### src/rtl/int_seq_pkg.sv
// Shared types and constants for the 6502 exception sequencer.
package int_seq_pkg;

  localparam int unsigned ADDR_W = 16;
  localparam int unsigned CYC_W  = 3;
  localparam int unsigned SEL_W  = 2;

  // Sequence position; the encoding doubles as the SEQ_CYC value.
  typedef enum logic [CYC_W-1:0] {
    ST_IDLE = 3'd0,
    ST_C1   = 3'd1,
    ST_C2   = 3'd2,
    ST_C3   = 3'd3,
    ST_C4   = 3'd4,
    ST_C5   = 3'd5,
    ST_C6   = 3'd6,
    ST_C7   = 3'd7
  } state_e;

  // Exception source that owns the running sequence.
  typedef enum logic [1:0] {
    SRC_RES = 2'd0,
    SRC_NMI = 2'd1,
    SRC_IRQ = 2'd2,
    SRC_BRK = 2'd3
  } src_e;

  // Vector offsets relative to the NMI vector low byte.
  localparam logic [ADDR_W-1:0] VOFF_NMI = 16'd0;
  localparam logic [ADDR_W-1:0] VOFF_RES = 16'd2;
  localparam logic [ADDR_W-1:0] VOFF_IRQ = 16'd4;

  // Push data selection codes.
  localparam logic [SEL_W-1:0] PUSH_PCH = 2'd0;
  localparam logic [SEL_W-1:0] PUSH_PCL = 2'd1;
  localparam logic [SEL_W-1:0] PUSH_P   = 2'd2;

  // Registered output bundle driven onto the bus-control ports.
  typedef struct packed {
    logic              int_take;
    logic              seq_busy;
    logic [CYC_W-1:0]  seq_cyc;
    logic              push_en;
    logic              stack_rd;
    logic [SEL_W-1:0]  push_sel;
    logic              b_out;
    logic              vec_rd;
    logic [ADDR_W-1:0] vec_addr;
    logic              set_i;
    logic              nmi_ack;
  } seq_out_t;

  // C3..C5 are the stack cycles (pushes, or reads during reset).
  function automatic logic is_stack_cyc(input state_e st);
    return (st == ST_C3) || (st == ST_C4) || (st == ST_C5);
  endfunction

endpackage

### src/rtl/nmi_edge_detect.sv
// NMI falling-edge latch: holds a pending flag until the sequencer consumes it.
module nmi_edge_detect (
  input  logic clk,
  input  logic rst_n,
  input  logic n_nmi_i,
  input  logic clr_i,
  output logic edge_c_o,
  output logic pend_o
);

  logic hist_q;
  logic pend_q;
  logic pend_d;

  // A 1->0 transition of the pin relative to the previous sample.
  assign edge_c_o = hist_q & ~n_nmi_i;

  // A new edge wins over a same-cycle clear; edges while pending are absorbed.
  always_comb begin
    pend_d = pend_q;
    if (edge_c_o) begin
      pend_d = 1'b1;
    end else if (clr_i) begin
      pend_d = 1'b0;
    end
  end

  // Pin history and pending flag.
  always_ff @(posedge clk or negedge rst_n) begin
    if (!rst_n) begin
      hist_q <= 1'b1;
      pend_q <= 1'b0;
    end else begin
      hist_q <= n_nmi_i;
      pend_q <= pend_d;
    end
  end

  assign pend_o = pend_q;

endmodule

### src/rtl/int_sequencer.sv
// Exception sequencer: arbitrates RES/NMI/IRQ/BRK and runs the shared 7-cycle
// BRK sequence, driving registered bus-control strobes for each cycle.
module int_sequencer
  import int_seq_pkg::*;
#(
  parameter logic [15:0] VEC_BASE = 16'hFFFA,
  parameter bit          HIJACK   = 1'b1
) (
  input  logic        PHI0,
  input  logic        n_RES,
  input  logic        n_NMI,
  input  logic        n_IRQ,
  input  logic        I_FLAG,
  input  logic        RDY,
  input  logic        INSN_END,
  input  logic        BRK_OP,
  output logic        INT_TAKE,
  output logic        SEQ_BUSY,
  output logic [2:0]  SEQ_CYC,
  output logic        PUSH_EN,
  output logic        STACK_RD,
  output logic [1:0]  PUSH_SEL,
  output logic        B_OUT,
  output logic        VEC_RD,
  output logic [15:0] VEC_ADDR,
  output logic        SET_I,
  output logic        NMI_ACK
);

  state_e            state_q, state_d;
  src_e              src_q, src_d;
  logic [ADDR_W-1:0] vec_q, vec_d;
  logic              res_pend_q, res_pend_d;
  seq_out_t          out_q, out_d;

  logic nmi_pend;
  logic nmi_edge_c;
  logic nmi_clr_c;
  logic irq_ok_c;
  logic advance_c;
  logic use_nmi_vec_c;

  // Consume the pending NMI only when C6 actually completes (not on stall edges).
  assign nmi_clr_c = out_q.nmi_ack & RDY;

  nmi_edge_detect u_nmi_edge (
    .clk      (PHI0),
    .rst_n    (n_RES),
    .n_nmi_i  (n_NMI),
    .clr_i    (nmi_clr_c),
    .edge_c_o (nmi_edge_c),
    .pend_o   (nmi_pend)
  );

  assign irq_ok_c = ~n_IRQ & ~I_FLAG;

  // Read cycles wait for RDY; true push cycles always proceed.
  assign advance_c = RDY | (is_stack_cyc(state_q) & (src_q != SRC_RES));

  // An NMI that is pending (or arriving) at the end of C5 can steal the vector.
  assign use_nmi_vec_c = (src_q == SRC_NMI) |
                         (HIJACK & (nmi_pend | nmi_edge_c));

  // Next-state, source capture and vector latch.
  always_comb begin
    state_d    = state_q;
    src_d      = src_q;
    vec_d      = vec_q;
    res_pend_d = res_pend_q;

    case (state_q)
      ST_IDLE: begin
        if (res_pend_q) begin
          state_d    = ST_C1;
          src_d      = SRC_RES;
          res_pend_d = 1'b0;
        end else if (INSN_END && nmi_pend) begin
          state_d = ST_C1;
          src_d   = SRC_NMI;
        end else if (INSN_END && irq_ok_c) begin
          state_d = ST_C1;
          src_d   = SRC_IRQ;
        end else if (BRK_OP) begin
          state_d = ST_C2;
          src_d   = SRC_BRK;
        end
      end
      ST_C1: if (advance_c) state_d = ST_C2;
      ST_C2: if (advance_c) state_d = ST_C3;
      ST_C3: if (advance_c) state_d = ST_C4;
      ST_C4: if (advance_c) state_d = ST_C5;
      ST_C5: begin
        if (src_q == SRC_RES) begin
          vec_d = ADDR_W'(VEC_BASE + VOFF_RES);
        end else if (use_nmi_vec_c) begin
          vec_d = ADDR_W'(VEC_BASE + VOFF_NMI);
        end else begin
          vec_d = ADDR_W'(VEC_BASE + VOFF_IRQ);
        end
        if (advance_c) state_d = ST_C6;
      end
      ST_C6: if (advance_c) state_d = ST_C7;
      ST_C7: if (advance_c) state_d = ST_IDLE;
      default: state_d = ST_IDLE;
    endcase
  end

  // Output decode for the cycle being entered; registered so strobes are glitch-free.
  always_comb begin
    out_d = '0;

    out_d.int_take = (state_d == ST_C1);
    out_d.seq_busy = (state_d != ST_IDLE);
    out_d.seq_cyc  = CYC_W'(state_d);

    if (is_stack_cyc(state_d)) begin
      out_d.push_en  = (src_d != SRC_RES);
      out_d.stack_rd = (src_d == SRC_RES);
    end

    case (state_d)
      ST_C3:   out_d.push_sel = PUSH_PCH;
      ST_C4:   out_d.push_sel = PUSH_PCL;
      ST_C5:   out_d.push_sel = PUSH_P;
      default: out_d.push_sel = PUSH_PCH;
    endcase

    out_d.b_out = (state_d == ST_C5) && (src_d == SRC_BRK);

    if (state_d == ST_C6) begin
      out_d.vec_rd   = 1'b1;
      out_d.vec_addr = vec_d;
      out_d.nmi_ack  = (vec_d == ADDR_W'(VEC_BASE + VOFF_NMI));
    end else if (state_d == ST_C7) begin
      out_d.vec_rd   = 1'b1;
      out_d.vec_addr = ADDR_W'(vec_d + 16'd1);
      out_d.set_i    = 1'b1;
    end
  end

  // State, latched source/vector, reset-pending flag and output registers.
  always_ff @(posedge PHI0 or negedge n_RES) begin
    if (!n_RES) begin
      state_q    <= ST_IDLE;
      src_q      <= SRC_RES;
      vec_q      <= '0;
      res_pend_q <= 1'b1;
      out_q      <= '0;
    end else begin
      state_q    <= state_d;
      src_q      <= src_d;
      vec_q      <= vec_d;
      res_pend_q <= res_pend_d;
      out_q      <= out_d;
    end
  end

  assign INT_TAKE = out_q.int_take;
  assign SEQ_BUSY = out_q.seq_busy;
  assign SEQ_CYC  = out_q.seq_cyc;
  assign PUSH_EN  = out_q.push_en;
  assign STACK_RD = out_q.stack_rd;
  assign PUSH_SEL = out_q.push_sel;
  assign B_OUT    = out_q.b_out;
  assign VEC_RD   = out_q.vec_rd;
  assign VEC_ADDR = out_q.vec_addr;
  assign SET_I    = out_q.set_i;
  assign NMI_ACK  = out_q.nmi_ack;

endmodule

### config.mk
export PLATFORM = sky130hd
export DESIGN_NAME = int_sequencer
export DESIGN_NICKNAME = d
export VERILOG_FILES = /design/src/rtl/int_seq_pkg.sv /design/src/rtl/nmi_edge_detect.sv /design/src/rtl/int_sequencer.sv
export SDC_FILE = /design/constraint.sdc
export NUM_CORES = 1
export LEC_CHECK = 0
export CORE_MARGIN = 5
export CORE_UTILIZATION = 35
export DETAILED_ROUTE_END_ITERATION = 7
export GPL_TIMING_DRIVEN = 0
export SLEW_MARGIN = 10
export SYNTH_ARGS = -nofsm -noshare
export SYNTH_HDL_FRONTEND = slang
export SYNTH_SLANG_ARGS = --single-unit
### constraint.sdc
create_clock -name PHI0 -period 4.2 [get_ports PHI0]
set_clock_uncertainty 0.1 [all_clocks]
set_input_delay 0.84 -clock PHI0 [delete_from_list [all_inputs] [get_ports PHI0]]
set_output_delay 0.84 -clock PHI0 [all_outputs]
set_load 0.005 [all_outputs]
==> results of run 1 <==
[how the worst min path moves through the flow]
stage,startpoint,cells after the start,endpoint
after global routing,n_RES,1,VEC_RD$_DFF_PN0_
final,n_RES,1,STACK_RD$_DFF_PN0_
after global placement,vec_q[11]$_DFF_PN0_,1,vec_q[11]$_DFF_PN0_
after CTS,n_RES,1,STACK_RD$_DFF_PN0_
after floorplan,vec_q[6]$_DFF_PN0_,1,vec_q[6]$_DFF_PN0_
after detailed placement,vec_q[11]$_DFF_PN0_,1,vec_q[11]$_DFF_PN0_
[power by group]
group          switching (W)  internal [W]  total, W
clock network       0.000174      0.000182  0.000356
registers          0.0000825      0.000628  0.000711
logic               0.000470      0.000425  0.000896
[worst max-delay path, stage by stage, from the launching register on]
cell	delay [ns]
dfrtp_1	0.49
clkbuf_1	0.36
nand3b_1	0.30
clkbuf_1	0.31
o21ai_0	0.42
ha_1	0.34
inv_1	0.09
a2111oi_0	0.50
nand3_1	0.18
xnor2_1	0.15
and2_1	0.16
[flip-flops by register name (all words and copies together) (netlist names)]
name	cells
NMI_ACK	1
VEC_RD	1
INT_TAKE	1
res_pend_q	1
SEQ_BUSY	1
STACK_RD	1
PUSH_SEL	2
VEC_ADDR	16
vec_q	16
u_nmi_edge.hist_q	1
src_q	2
u_nmi_edge.pend_o	1
SEQ_CYC	3
B_OUT	1
PUSH_EN	1
SET_I	1
[per-stage QoR]
stage | area [sq um] | hold WS [ns]
after floorplan | 2320 | 0.3651
after global placement | 2766 | 0.3901
after detailed placement | 2781 | 0.3893
after CTS | 2898 | 0.4154
after global routing | 2898 | 0.4361
final | 2898 | 0.3992
[layout make-up]
class                      count  area (sq um)  area share [%]
sequential                    50          1254           43.26
multi-input combinational    161         970.9           33.51
timing repair buffer          36         365.4           12.61
tap                           77         96.34           3.325
clock buffer                   5         68.82           2.375
buffer                        10         53.80           1.857
clock inverter                 3         47.55           1.641
inverter                      11         41.29           1.425
[synthesized netlist by cell type, types with 4 or more instances]
cell      count  area share (%)
a31oi_1       5             1.3
o21ai_0       8             1.7
o31ai_1       4             1.3
nand3_1       7             1.5
nor2_1       19             3.1
nor3_1        4            0.86
a21oi_1      18             3.9
clkbuf_1      7             1.1
xnor2_1       4             1.5
dfrtp_1      48              52
nand4_1       4             1.1
inv_1        11             1.8
o22ai_1       4             1.1
nand2b_1     12             3.2
and2_1        7             1.9
nand2_1      19             3.1
[metal layers]
metal / share of wire [%] / vias to the layer above / GRT usage, %
met5: 0 / - / 0
met4: 1.5 / 0 / 4.401
met3: 4.6 / 6 / 3.471
met2: 46 / 45 / 20.29
met1: 48 / 894 / 18.64
li1: - / 913 / -
[cell families (layout without fill, tap and decap cells)]
kind of cell	Yosys count	after routing	share of synthesized area [%]
AND/OR/NAND/NOR	91	91	20.71
AO/OA/AOI/OAI	60	60	16.94
flip-flops	50	50	54.05
buffers and inverters	21	65	4.099
XOR/XNOR	7	7	2.643
adder cells (fa/ha/maj)	2	2	1.079
multiplexers	1	1	0.4854
==> metrics.yaml, run 1 <==
outcome:
  outcome: "finished, final reports clean"
logic_synthesis:
  syn-cell-area_sq_um: 2320
  yosysSeqAreaShare_pct: 54.05
  avgSynthCellArea_sq_um: 9.999
  synth_seq_cells: 50
  synth_fp_nets: 242
  async_flop_share_pct: 100.0
  yosys.cell_types.count: 46
  synth_edf_count: 0
  syn_inst: 232
  synthFlopType: "dfrtp_1"
  yosysWarnings: 0
setup_path:
  cp.arrival_ns: 3.60
  r2r_cells: 10
  endpoint: "VEC_ADDR[4]$_DFF_PN0_"
  cp-end-kind: "flop"
  cp.required_ns: 4.30
  r2r_setup_slack_ns: 0.71
  crit_path_start: "SEQ_CYC[0]$_DFF_PN0_"
  regToRegStartpoint: "SEQ_CYC[0]$_DFF_PN0_"
  rr_endpoint: "VEC_ADDR[4]$_DFF_PN0_"
  crit_type: "flop to flop"
  worstPathMaxFanout: 10
  cp-start-kind: "flop"
clock_network:
  clkLatencyLatePin_ns: 0.31
  cts_buffers: 5
  cts_buffer_depth: 2
  cts.repair.resized: 0
  cts_root_buf: "clkbuf_8"
  h-tree-depth: 2
  cts_setup_buffers: 0
  ctsHoldBuffers: 0
  cts.sinks: 50
  path_clk_slew_ns: 0.10
  cts_tree: "built"
pwr:
  p_total_w: 0.001963
  powerDensity_nw_per_um2: 677.3
  ir_drop_mv: 0.2970
  power_leakage_nw: 1.180
die:
  io_pins: 37
  core_area_sq_um: 6386
  die_w_microns: 91.41
  dieArea_sq_um: 8356
  start_util_pct: 36.32
  die_height_microns: 91.41
  num_rows: 29
sta:
  worst_slew_pin_slew_ns: 0.6111
  setup_tns_ns: 0
  rsz0062_at_grt: "no"
  max_freq_ghz: 0.2864
  fin_crit_sh_pct: 83.13
  setup_viol: 0
  drv_slew: 0
  min_period_ns: 3.491
  fin_ws_ns: 0.7086
  max-slew-margin-rel_pct: 58.20
  hold_violations: 0
hold_path:
  hp-class: "primary input to async pin"
routing:
  ant_nets: 0
  wl_per_cell_microns: 15.30
  via_count: 1858
  vias_per_cell: 5.263
  drtIter0Drc: 131
  finalWirelength_microns: 5400
  drc: 0
  dr.pass1.iters: 4
final_layout:
  nFillCells: 616
  final_cell_mix: "dfrtp_1 (48), clkdlybuf4s50_1 (34), nor2_1 (19), nand2_1 (19), a21oi_1 (18)"
  fin_nets: 285
  fin_cells: 353
  area_growth_pct: 24.92
  num_antenna_cells: 0
  drive_above_1_share_pct: 6.159
  final_common_cell: "dfrtp_1"
  final_util_pct: 45.38
placement:
  dpl.hpwl_microns: 4014
  gp_congestion: 0.8914
  dp_slack_ns: 0.7132
  placedCellCount: 345
  numPortBuffers: 35
global_routing:
  grt_pass1_vias: 1734
  grt_pass1_wl_microns: 8970
  grt_start_max_net_pins: 29
  antenna_found_initial: 0
  grt_overflow: 0
  grt_usage_pct: 13.40
flow_run:
  drv_cap: 0
(Power assumes the default switching activity.)
==> inputs of run 2 (changes only) <==
==> constraint.sdc (replaced) <==
create_clock -name PHI0 -period 3.6 [get_ports PHI0]
set_clock_uncertainty 0.1 [all_clocks]
set_input_delay 0.72 -clock PHI0 [delete_from_list [all_inputs] [get_ports PHI0]]
set_output_delay 0.72 -clock PHI0 [all_outputs]
set_load 0.005 [all_outputs]
==> run 2 against run 1 <==
Compared with the run above:
- combinational power is 17% higher
- largest cell class unchanged
- non-clock buffer count is the same
- global-route usage is the same
- register-to-register slack lost 0.42 ns
- fmax increased by 5.5%
- worst setup slack worse by 0.42 ns
- cell area about the same
- first-iteration DRC count increased by 13%
- highest routed layer unchanged
- sequential share of layout area hardly changed
- critical endpoint unchanged
- largest power group unchanged
- critical path type unchanged
- total power grew 17%
- routed wire length stayed put
==> metrics.yaml, run 2 (same netlist as run 1, synthesis figures left out) <==
die:
  die_w_microns: 91.41  # unchanged
  dieArea_sq_um: 8356  # unchanged
  num_rows: 29  # unchanged
  start_util_pct: 36.32  # unchanged
  io_pins: 37  # unchanged
  core_area_sq_um: 6386  # unchanged
  die_height_microns: 91.41  # unchanged
setup_path:
  cp-end-kind: "flop"  # unchanged
  cp.required_ns: 3.70  # was 4.30 ns
  path_cells: "clkbuf_1 -> nand3b_1 -> clkbuf_2 -> o21ai_1 -> ha_1 -> inv_1 -> a2111oi_0 -> nand3_1 -> xnor2_1 -> and2_1"  # was clkbuf_1 -> nand3b_1 -> clkbuf_1 -> o21ai_0 -> ha_1 -> inv_1 -> a2111oi_0 -> nand3_1 -> xnor2_1 -> and2_1
  cp-start-kind: "flop"  # unchanged
  crit_type: "flop to flop"  # unchanged
  cp.arrival_ns: 3.41  # was 3.60 ns
  worst_path_largest_cell_delay_ns: 0.50  # about the same
  worstPathMaxFanout: 10  # unchanged
  cp.buffers_inverters: 3  # unchanged
  cp_top_family: "compound AO/OA/AOI/OAI gates"  # unchanged
  cp_slowest_cell: "a2111oi_0"  # unchanged
global_routing:
  grt_util_met3_pct: 3.471  # unchanged
  grt_start_max_net_pins: 29  # unchanged
  groute.layer.met1.usage_pct: 18.64  # unchanged
  grt_pass1_wl_microns: 8970  # unchanged
  grtUsageMet2_pct: 20.29  # unchanged
  grt_overflow: 0  # unchanged
  globalRoute.busiestLayer: "met2"  # unchanged
  grt_pass1_vias: 1734  # unchanged
  grt_usage_pct: 13.40  # unchanged
  antenna_found_initial: 0  # unchanged
clock_network:
  path_clk_slew_ns: 0.10  # about the same
  cts_root_buf: "clkbuf_8"  # unchanged
  h-tree-depth: 2  # unchanged
  cts_buffer_depth: 2  # unchanged
  cts_buffers: 5  # unchanged
  ctsHoldBuffers: 0  # unchanged
  cts.repair.resized: 0  # unchanged
  cts_setup_buffers: 0  # unchanged
  clkLatencyLatePin_ns: 0.31  # about the same
  cts_tree: "built"  # unchanged
  cts.sinks: 50  # unchanged
hold_path:
  hp-class: "primary input to async pin"  # unchanged
sta:
  fin_crit_sh_pct: 91.93  # was 83.13%
  max-slew-margin-rel_pct: 58.23  # was 58.20%
  hold_violations: 0  # unchanged
  min_period_ns: 3.310  # was 3.491 ns
  rsz0062_at_grt: "no"  # unchanged
  drv_slew: 0  # unchanged
  setup_viol: 0  # unchanged
  max_freq_ghz: 0.3022  # was 0.2864 GHz
  setup_tns_ns: 0  # unchanged
  worst_slew_pin_slew_ns: 0.6107  # was 0.6111 ns
final_layout:
  fin_nets: 285  # unchanged
  num_antenna_cells: 0  # unchanged
  area_growth_pct: 24.97  # was 24.92%
  final_common_cell: "dfrtp_1"  # unchanged
  fin_cells: 353  # unchanged
  nFillCells: 615  # was 616
  final_util_pct: 45.40  # was 45.38%
  final_cell_mix: "dfrtp_1 (48), clkdlybuf4s50_1 (34), nor2_1 (19), nand2_1 (19), a21oi_1 (18)"  # unchanged
  drive_above_1_share_pct: 6.522  # was 6.159%
routing:
  dr.pass1.iters: 4  # unchanged
  drtIter0Drc: 148  # was 131
  wl_per_cell_microns: 15.30  # unchanged
  via_count: 1855  # was 1858
  drc: 0  # unchanged
  vias_per_cell: 5.255  # was 5.263
  finalWirelength_microns: 5400  # unchanged
  ant_nets: 0  # unchanged
flow_run:
  drv_cap: 0  # unchanged
placement:
  numPortBuffers: 35  # unchanged
  dpl.hpwl_microns: 4014  # unchanged
  gp_congestion: 0.8914  # unchanged
  placedCellCount: 345  # unchanged
pwr:
  power_leakage_nw: 1.182  # was 1.180 nW
  powerDensity_nw_per_um2: 790.0  # was 677.3 nW/um^2
  ir_drop_mv: 0.3470  # was 0.2970 mV
outcome:
  outcome: "finished, final reports clean"  # unchanged
[run 2: path summary, 6_finish.rpt]
| kind | start | to | slack [ns] | depth (start not counted) |
|---|---|---|---|---|
| max | SEQ_CYC[0]$_DFF_PN0_ | VEC_ADDR[4]$_DFF_PN0_ | 0.29 | 10 |
| min | n_RES | STACK_RD$_DFF_PN0_ | 0.28 | 1 |
| max reg2reg | SEQ_CYC[0]$_DFF_PN0_ | VEC_ADDR[4]$_DFF_PN0_ | 0.29 | 10 |
| min reg2reg | vec_q[11]$_DFF_PN0_ | vec_q[11]$_DFF_PN0_ | 0.42 | 1 |
| max in group asynchronous | n_RES | res_pend_q$_DFFE_PN1N_ | 2.53 | 2 |
| min in group PHI0 | vec_q[11]$_DFF_PN0_ | vec_q[11]$_DFF_PN0_ | 0.42 | 1 |
[run 2: power by group]
part	internal (W)	switching (W)
Sequential	0.000733	0.0000962
Clock	0.000212	0.000203
Combinational	0.000498	0.000548
[run 2: metal layers]
layer  wire (microns)  vias to the layer above
met5                0                        -
met4               82                        0
met3              239                        6
met2             2463                       43
met1             2614                      887
li1                 -                      919
[run 2: per-stage QoR]
step | cell area [sq um] | worst slack (ns) | hold WS [ns] | power (W)
6_report | 2899 | 0.2905 | 0.2798 | 0.002290
5_1_grt | 2899 | 0.03726 | 0.3166 | 0.002459
4_1_cts | 2898 | 0.07446 | 0.2989 | 0.002314
3_5_place_dp | 2781 | 0.1132 | 0.3893 | 0.001891
3_3_place_gp | 2766 | 0.1459 | 0.3901 | 0.001879
2_1_floorplan | 2320 | 0.9124 | 0.3244 | 0.001404
[run 2: layout make-up]
class	instances	area, sq um	area share (%)
Inverter	11	41.29	1.424
Buffer	10	55.05	1.899
Clock inverter	3	47.55	1.640
Tap cell	77	96.34	3.323
Timing Repair Buffer	36	365.4	12.60
Sequential cell	50	1254	43.25
Multi-Input combinational cell	161	970.9	33.49
Clock buffer	5	68.82	2.374
[run 2: worst register-to-register path, delay by kind of cell (launching register included)]
kind,cells,cell delay [ns]
fa+ha+maj,1,0.31
simple gates,3,0.64
xor+xnor,1,0.15
buf+inv,3,0.74
flops,1,0.49
compound gates,2,0.79
